### src/rtl/mealy_seq_detector.sv
// Mealy serial-pattern detector with an elaboration-time KMP transition table.
// Optional saturating match counter is enabled by defining SEQ_DET_COUNT_EN.
module mealy_seq_detector #(
  parameter int                   PATTERN_W = 4,
  parameter logic [PATTERN_W-1:0] PATTERN   = 4'b1011,
  parameter bit                   OVERLAP   = 1'b1,
  parameter int                   CNT_W     = 8
) (
  input  logic                         clk,
  input  logic                         rst,
  input  logic                         din,
  input  logic                         din_valid,
  output logic                         dout,
  output logic [$clog2(PATTERN_W)-1:0] state,
  output logic [CNT_W-1:0]             match_count
);

  // Handshake: din is consumed on every posedge where din_valid=1 and rst=0;
  // there is no backpressure, and dout is only meaningful in that same cycle.

  localparam int SW   = $clog2(PATTERN_W);
  localparam int LAST = PATTERN_W - 1;

  if (PATTERN_W < 2 || PATTERN_W > 16) begin : g_bad_width
    $error("mealy_seq_detector: PATTERN_W must be in 2..16");
  end

  // Longest suffix of (first k pattern bits + b) that is a proper prefix of PATTERN.
  function automatic int kmp_next(input int k, input bit b);
    bit [16:0]            t;
    logic [PATTERN_W-1:0] p;
    int                   n;
    int                   best;
    bit                   ok;
    p    = PATTERN;
    t    = '0;
    best = 0;
    for (int i = 0; i < k; i++) t[i] = p[PATTERN_W-1-i];
    t[k] = b;
    n    = k + 1;
    for (int l = 1; l < PATTERN_W; l++) begin
      if (l <= n) begin
        ok = 1'b1;
        for (int m = 0; m < l; m++)
          if (t[n-l+m] != p[PATTERN_W-1-m]) ok = 1'b0;
        if (ok) best = l;
      end
    end
    return best;
  endfunction

  // Table entry {k, b} holds the successor of state k on input bit b.
  logic [SW-1:0] nxt_tbl [2*PATTERN_W];

  for (genvar g = 0; g < 2 * PATTERN_W; g++) begin : g_tbl
    localparam int K  = g / 2;
    localparam bit B  = (g % 2) == 1;
    localparam bit FULL = (K == LAST) && (B == PATTERN[0]);
    localparam int NX = (FULL && !OVERLAP) ? 0 : kmp_next(K, B);
    assign nxt_tbl[g] = SW'(NX);
  end

  logic [SW-1:0] state_nxt;

  always_ff @(posedge clk) begin
    if (rst) state <= '0;
    else     state <= state_nxt;
  end

  always_comb begin
    dout      = 1'b0;
    state_nxt = state;
    if (rst) begin
      state_nxt = '0;
    end else if (din_valid) begin
      state_nxt = nxt_tbl[{state, din}];
      dout      = (state == SW'(LAST)) && (din == PATTERN[0]);
    end
  end

`ifdef SEQ_DET_COUNT_EN
  logic [CNT_W-1:0] cnt_q;

  always_ff @(posedge clk) begin
    if (rst)                         cnt_q <= '0;
    else if (dout && (cnt_q != '1))  cnt_q <= cnt_q + CNT_W'(1);
  end

  assign match_count = cnt_q;
`else
  assign match_count = '0;
`endif

endmodule
### config.mk
export PLATFORM = sky130hd
export DESIGN_NAME = mealy_seq_detector
export DESIGN_NICKNAME = d
export VERILOG_FILES = /design/src/rtl/mealy_seq_detector.sv
export SDC_FILE = /design/constraint.sdc
export NUM_CORES = 1
export LEC_CHECK = 0
export BUFFER_PORTS_ARGS = -buffer_cell sky130_fd_sc_hd__buf_2
export CORE_AREA = 2 2 39 41
export CTS_CLUSTER_DIAMETER = 100
export DETAILED_ROUTE_END_ITERATION = 8
export DIE_AREA = 0 0 41 43
export GPL_ROUTABILITY_DRIVEN = 1
export PLACE_DENSITY = 0.34
export SYNTH_ARGS = -nofsm -noshare
export SYNTH_HDL_FRONTEND = slang
export SYNTH_SLANG_ARGS = --single-unit
### constraint.sdc
create_clock -name clk -period 1.2 [get_ports clk]
set_clock_uncertainty 0.05 [all_clocks]
set_input_delay 0.18 -clock clk [delete_from_list [all_inputs] [get_ports clk]]
set_output_delay 0.18 -clock clk [all_outputs]
set_load 0.03 [all_outputs]
==> results.tsv <==
stage	metric	value	unit
synth	synthFlopType	dfxtp_1	
global_routing	grt_antenna_before_repair	0	
routing	via_per_inst	2.95	
floorplanning	rows	14	
clock_tree	root_buffer	clkbuf_4	
layout	finalNonFillerCells	44	
power	p_leak	0.000115	uW
synth	synth_top_area_frac	0.353	
synth	synth_edf_count	0	
synth	ys_warn_count	0	
synth	synth_area	170	um^2
outcome	status	complete, no violations	
critical_path	path_class	flip-flop to output pin	
sta	max_freq	882	MHz
routing	vias	130	
critical_path	worstPathRequired	0.97	ns
power	p_per_area	1280	nW/um^2
layout	nNetsFinal	35	
sta	final-hold-violation-count	0	
global_routing	grt_start_max_net_pins	5	
clock_tree	h-tree-depth	1	
global_routing	grt_pass1_wl	386	um
floorplanning	start_util	0.123	
critical_path	timing.rr.end	state[1]	
hold_path	whs_endpoint	state[1]	
floorplanning	die_h	43	um
hold_path	hold_path_depth	2	
place	dp_cells	41	
sta	timing.setup.tns	0	ns
sta	maxSlewViolCount	0	
routing	drc	0	
clock_tree	cts.sinks	2	
synth	syn_inst	20	
routing	wl	267	um
layout	largest_reg_flops	2	
global_routing	grt.overflow.total	0	
critical_path	worstPathMaxFanout	4	
place	numPortBuffers	6	
clock_tree	cts_buffers	3	
sta	fin_crit	1.13	ns
layout	antenna_cells	0	
critical_path	endpoint_kind	output pin	
global_routing	grt_pass1_vias	91	
critical_path	start_kind	flip-flop	
routing	routedWlPerCell	6.07	um
floorplanning	pin_count	15	
place	gp_congestion	0.555	
hold_path	hold_class	primary input to flip-flop	
synth	yosysSeqAreaShare	0.235	
sta	fin_crit_sh	0.945	
layout	area_growth	29.4	%
layout	top_register	state	
sta	setup_violations	0	
synth	async_reset_ff_frac	0	
sta	rsz0062_at_grt	yes	
power	irDropWorstVdd	0.371	mV
synth	ys_top_cells_by_count	buf_4 (8), dfxtp_1 (2), nor2_1 (2)	
synth	ys_ff_latch	2	
critical_path	reg2reg_slack	0.20	ns
layout	drive_gt1_frac	0.464	
global_routing	gr-usage-all-layers	0.0410	
routing	ant_nets	0	
clock_tree	clock_latency	0.22	ns
routing	drt_iter0_markers	0	
layout	top_regs	state x2	
synth	ys_top_cells_by_area	buf_4 (35%), dfxtp_1 (24%), ha_1 (7.4%), a21bo_1 (5.9%), mux2i_1 (5.9%)	
critical_path	worstReg2RegStart	state[0]	
routing	drt_pre_antenna_iters	1	
floorplanning	fp.dieW	41	um
synth	yosysTopAreaCell	buf_4	
floorplanning	die_area	1760	um^2
run	drv_cap	0	
clock_tree	cts_max_path_buffers	2	
sta	hold_slack	0.0964	ns
synth	yosysUniqueCellTypes	11	
hold_path	hold_start	rst	
sta	fin_ws	0.0656	ns
critical_path	arrival	0.90	ns
place	place_ws	0.193	ns
synth	synth.most_common_cell	buf_4	
clock_tree	cts_tree	done	
floorplanning	coreArea	1380	um^2
clock_tree	cts_hold_buf	0	
clock_tree	clkTransAtPathRegs	0.03	ns
synth	avgSynthCellArea	8.51	um^2
critical_path	reg2regPathDepth	3	
[worst max-delay path by stage]
| stage | start | slack [ns] | depth (start not counted) | endpoint |
|---|---|---|---|---|
| floorplan | state[1] | 0.03 | 2 | dout |
| global placement | din | 0.17 | 5 | state[1] |
| detailed placement | din | 0.19 | 5 | state[1] |
| CTS | state[1] | 0.02 | 3 | dout |
| global route | state[0] | -0.02 | 3 | dout |
| finish | state[1] | 0.07 | 3 | dout |
[power breakdown]
group | internal, uW | total [uW] | switching (uW)
clock | 110 | 150 | 39.4
combinational | 10.6 | 59.0 | 48.4
sequential | 70.5 | 73.3 | 2.76
total | 191 | 282 | 90.6
[cell usage in the layout, fill, tap and decap left out, drive strengths merged]
cell type,Yosys,routed
nand3b,1,1
buf,8,6
conb,1,8
a21bo,1,1
clkbuf,0,3
ha,1,1
dfxtp,2,2
nor2,2,2
mux2i,1,1
a21oi,1,1
inv,1,1
nand4,1,1
[kinds of logic after synthesis]
family / synth area share
muxes: 0.0588
DFF: 0.235
adders and majority gates: 0.0735
buffers and inverters: 0.375
other: 0.0220
AOI/OAI and AO/OA: 0.110
and+or+nand+nor: 0.125
[cell type report]
type | instances | area [um^2]
fillers | 152 | 1160
multi-input cells | 16 | 95.1
flip-flops and latches | 2 | 42.5
repair buffers | 6 | 36.3
clock buffers | 3 | 22.5
well taps | 16 | 20.0
inverters | 1 | 3.75
[per-layer routing]
metal,up-vias,GRT usage,part of all wire
met3,2,0.0471,0.12
met5,-,0,0
met4,0,0.0600,0.041
met2,11,0.0219,0.40
met1,52,0.0510,0.43
li1,65,-,-
[timing repair]
item,in CTS,in global routing
endpoints found under the setup margin,1,1
hold endpoints to repair,0,0
setup buffers,0,0
resized for setup,1,2
[stage by stage]
stage / instance area, um^2 / util / power (uW)
global placement: 190 / 0.137 / 133
CTS: 215 / 0.156 / 293
detailed placement: 190 / 0.137 / 132
global route: 220 / 0.159 / 305
finish: 220 / 0.159 / 282
floorplan: 200 / - / 140
[worst max-delay path, cell delays in order (launching register included)]
cell     delay, ns
dfxtp_2       0.33
nand4_1       0.11
nor2_2        0.11
buf_6         0.14
Note: power is estimated with default switching activity, not from simulation.
